<file path="config.mk">
export PLATFORM = sky130hd
export DESIGN_NAME = updown_counter
export DESIGN_NICKNAME = d
export VERILOG_FILES = /design/src/rtl/updown_counter.sv
export SDC_FILE = /design/constraint.sdc
export NUM_CORES = 1
export LEC_CHECK = 0
export ABC_AREA = 1
export CAP_MARGIN = 0
export CORE_MARGIN = 2
export CORE_UTILIZATION = 55
export CTS_BUF_LIST = sky130_fd_sc_hd__clkbuf_4
export DETAILED_ROUTE_END_ITERATION = 16
export HOLD_SLACK_MARGIN = 0.02
export PLACE_DENSITY_LB_ADDON = 0.25
export SLEW_MARGIN = 20
export SYNTH_ARGS = -nofsm -noshare
export SYNTH_HDL_FRONTEND = slang
export SYNTH_SLANG_ARGS = --single-unit
</file>
<file path="constraint.sdc">
create_clock -name clock -period 2.7 [get_ports clock]
set_input_delay 0.27 -clock clock [delete_from_list [all_inputs] [get_ports clock]]
set_output_delay 0.27 -clock clock [all_outputs]
set_load 0.02 [all_outputs]
</file>
<file path="src/rtl/updown_counter.sv">
// Parameterised up/down counter with clear, clamped load, saturate-or-wrap limits
// and registered overflow/underflow pulses.
module updown_counter #(
   parameter int unsigned      WIDTH   = 8,
   parameter logic [WIDTH-1:0] MAX_VAL = {WIDTH{1'b1}},
   parameter bit               WRAP    = 1'b0
) (
   input  logic             clock,
   input  logic             reset,
   input  logic             clear,
   input  logic             load,
   input  logic [WIDTH-1:0] load_val,
   input  logic             inc,
   input  logic             dec,
   output logic [WIDTH-1:0] count,
   output logic             done,
   output logic             zero,
   output logic             ovf,
   output logic             unf
);

   logic [WIDTH-1:0] count_q, count_d;
   logic             ovf_q, ovf_d;
   logic             unf_q, unf_d;

   logic             up_step, down_step;
   logic             at_top, at_bottom;

   // Simultaneous inc and dec cancel out and count as no request.
   assign up_step   = inc & ~dec;
   assign down_step = dec & ~inc;
   assign at_top    = (count_q == MAX_VAL);
   assign at_bottom = (count_q == '0);

   always_comb begin
      // NOTE: every always_comb output gets a default first so no path infers a latch.
      count_d = count_q;
      ovf_d   = 1'b0;
      unf_d   = 1'b0;

      if (clear) begin
         count_d = '0;
      end else if (load) begin
         count_d = (load_val > MAX_VAL) ? MAX_VAL : load_val;
      end else if (up_step) begin
         if (at_top) begin
            ovf_d   = 1'b1;
            count_d = WRAP ? '0 : MAX_VAL;
         end else begin
            count_d = count_q + WIDTH'(1);
         end
      end else if (down_step) begin
         if (at_bottom) begin
            unf_d   = 1'b1;
            count_d = WRAP ? MAX_VAL : '0;
         end else begin
            count_d = count_q - WIDTH'(1);
         end
      end
   end

   always_ff @(posedge clock or negedge reset) begin
      if (!reset) begin
         count_q <= '0;
         ovf_q   <= 1'b0;
         unf_q   <= 1'b0;
      end else begin
         // NOTE: non-blocking assignments so every register samples pre-edge values.
         count_q <= count_d;
         ovf_q   <= ovf_d;
         unf_q   <= unf_d;
      end
   end

   assign count = count_q;
   assign done  = at_top;
   assign zero  = at_bottom;
   assign ovf   = ovf_q;
   assign unf   = unf_q;

endmodule

</file>
# Word-level counts from Yosys, hierarchy flattened
# Cells that the tools add are included.
# op_classes
n_addsub	2
mul	0
div_mod_pow	0
order_cmp	1
n_eq_ne	1
shifts	0
mux	16
bitwise_logic	4
reduce_logical	2
# ops
operator	n
$mux W8	7
$mux W1	9
$add A8 B1 Y8 const B	1
$eq A8 B8 Y1 const B	1
$gt A8 B8 Y1 const B	1
$logic_not A8 Y1	1
$sub A8 B1 Y8 const B	1
$reduce_bool A4 Y1	1
$and A1 B1 Y1	2
$not A1 Y1	2
# totals
ff_bits	10
latchBits	0
mem_bits_rw	0
romBits	0
input_bits	14
output_inout_bits	12
mem_count	0

# Longest topological paths before layout
# logic_depth
word_depth	6
mapped_depth	11

# Least setup slack after synthesis
# OpenSTA, ideal clock, no wires.
# synth_timing
kind	register to output
from	register count_q[1] (netlist: count[1])
to	output port done
arrival_time_ns	1.283
required_ns	2.430
path_slack_ns	1.147
path_stages_with_launch	6
n_path_buf	0
cell_sequence	dfrtp_1 -> ha_1 -> nand2_4 -> nor2_8 -> nand2_1 -> inv_1
# synth_via
elab_chain_len	1
# synth_lines
item	line	text
start: declaration	22	logic [WIDTH-1:0] count_q, count_d;
start signal: assignment	69	count_q <= count_d;
$eq A8 B8 Y1	32	assign at_top = (count_q == MAX_VAL);
end: declaration	16	output logic done,
# Every way passes these cells.

# Worst setup path after layout
# Same ends and word-level chain as after synthesis.

==> impl_metrics.yaml <==
timing:
  skew_ns: 0.00136
  setup_slack_ns: 0.367
  finalSetupViolations: 0
  holdWs_ns: 0.335
  drv_slew: 0
  hold_violations: 0
  rsz0062_at_grt: "false"
  setup_tns_ns: 0
  worstMarginPinSlew_ns: 0.563
  clock.fmax_ghz: 0.429
  fin_crit_ns: 2.33
  slew_headroom_pct: 62.5
  fin_crit_sh_pct: 86.4
critical_path:
  startpoint_type: "register"
  required_ns: 2.43
  critPathKind: "register to primary output"
  cp_max_fo: 6
  crit_slowest_cell: "clkdlybuf4s50_1"
  path_cells: "ha_1 -> nand2_4 -> nor2_8 -> nand2_1 -> inv_1 -> clkdlybuf4s50_1"
  critPathMaxStageDelay_ns: 0.59
  critPathArrivalTime_ns: 2.06
  cp-end-kind: "primary output"
drt:
  drc: 0
  ant_nets: 0
  viasPerCell: 5.25
  finalWirelength_um: 2740
  drt_iter0_drc: 34
  vias: 1112
  drt-wirelength-per-cell_um: 12.9
  dr.pass1.iters: 5
power_and_ir_drop:
  powerDensity_nw_per_um2: 432
  p_sw_uw: 253
  share_comb_of_total_power_pct: 46.3
  leakagePower_nw: 0.698
  seq_power_share_pct: 35.8
  p_int_uw: 332
  clkPwrFrac_pct: 17.9
  fin_total_pwr_uw: 585
  ir_drop_mv: 0.314
  swShare_pct: 43.3
global_routing:
  antenna_found_initial: 0
  grt_pass1_vias: 993
  grt-ovfl-total: 0
  grt.total_usage_pct: 24.4
  grt_pass1_wl_um: 4490
  grt_max_degree: 16
yosys:
  yosysWarnings: 0
  synth-seq-area-share_pct: 22.8
  synth_commonest_cells: "nand2_1, nor2_1, nand3_1"
  synthTopCellsByArea: "dfrtp_1, nand2_1, nand3_1, nor2_1, ha_1"
  synth-async-reset-ratio_pct: 100
  ys_seq_elements: 10
  yosys.area.top_type: "dfrtp_1"
  syn_inst: 162
  syn_nets: 181
  synth_edf_count: 0
  synth_top_flop_cell: "dfrtp_1"
  synth_most_common_cell: "nand2_1"
  synth_area_sq_um: 1100
  avgSynthCellArea_sq_um: 6.77
  synth_top_area_share_pct: 22.8
  synth_cell_type_count: 27
die:
  fp.dieH_um: 48.7
  die_w_um: 48.7
  num_rows: 16
  core_area_sq_um: 1920
  io_pins: 26
  initial_utilization_pct: 57.1
  die_area_sq_um: 2370
finish:
  fillers: 162
  final_nets: 206
  diodes: 0
  layout-drive-gt1-share_pct: 14.1
  synthToLayoutAreaGrowth_pct: 23.5
  stdcell_count: 212
cts:
  cts.hold.buffers_added: 0
  clk_latency_ns: 0.27
  cts.path.max_buffers: 2
  cts_setup_buffers: 0
  path_clk_slew_ns: 0.07
  cts-buffers-inserted: 3
  cts_tree: "done"
  htree_num_levels: 1
  cts.repair.resized: 0
  cts-root-buf: "clkbuf_4"
  cts_sinks: 10
placement:
  gp_congestion: 0.938
  io_buffers: 25
  placed_cells: 209
  hpwl_um: 2140
  pre_cts_ws_ns: 0.667
flow_run:
  max_cap_viol_count: 0
hold_path:
  holdCritPathClass: "primary input to async pin"
run_status:
  run_status: "completed"
==> layout by cell type, fill, tap and decap left out, drive strengths merged <==
cell type	synthesis	routed
nand2	54	54
nor2	28	28
xor2	1	1
clkbuf	0	3
a21oi	4	4
dfrtp	10	10
nor4	1	1
o22ai	1	1
o21ai	9	9
inv	20	20
nand4	3	3
nand3	18	18
xnor2	3	3
clkdlybuf4s50	0	25
ha	5	5
==> layer usage <==
layer / up-vias / share of wire (%) / track usage [%]
met5: - / 0 / 0
met4: 0 / 1.7 / 11.4
met3: 7 / 6.8 / 3.70
met2: 43 / 50 / 41.1
met1: 509 / 41 / 30.5
li1: 553 / - / -
==> cell families after synthesis <==
kind of cell               after synthesis  synth area share [%]
AOI/OAI and AO/OA                       14                  8.78
xor gates and xnor gates                 4                  3.19
adders and majority gates                5                  5.70
buffers and inverters                   25                  11.5
DFF                                     10                  22.8
and+or+nand+nor                        104                  48.0
==> per-stage QoR <==
stage / utilization, % / instance area, sq um
2_1_floorplan: - / 1100
3_3_place_gp: 69.3 / 1330
3_5_place_dp: 69.3 / 1330
4_1_cts: 70.5 / 1360
5_1_grt: 70.5 / 1360
6_report: 70.5 / 1360
==> registers in the layout, indices dropped and copies added, names as in the netlist <==
signal	count
count	8
unf	1
ovf	1
==> final timing paths <==
check | startpoint | end | slack, ns | depth (start not counted)
hold reg to reg | count[1] | count[1] | 0.64 | 2
setup / recovery | count[1] | done | 0.37 | 6
max in group asynchronous | reset | count[4] | 2.03 | 1
min in group clock | clear | ovf | 0.63 | 2
setup reg to reg | count[0] | count[1] | 1.04 | 9
hold / removal | reset | unf | 0.34 | 1
==> final cells by class <==
type | instances | area, sq um | share of cell area [%]
Clock buffer | 3 | 22.5 | 1.66
Inverter | 20 | 77.6 | 5.72
Tap cell | 27 | 33.8 | 2.49
Sequential cell | 10 | 250 | 18.5
Timing Repair Buffer | 25 | 250 | 18.5
Multi-Input combinational cell | 127 | 721 | 53.2
==> power by group through the flow <==
stage               sequential, mW  clock, mW  combinational, mW
floorplan                    0.201          0              0.200
global route                 0.212      0.115              0.298
CTS                          0.208      0.106              0.271
global placement             0.210          0              0.264
finish                       0.209      0.105              0.271
detailed placement           0.211          0              0.269
==> worst max-delay path, delay by kind of cell (launching register included) <==
family,cells,cell delay [ns]
fa+ha+maj,1,0.33
buf+inv,2,0.65
flops,1,0.48
simple gates,3,0.34
Note: power is estimated with default switching activity, not from simulation.
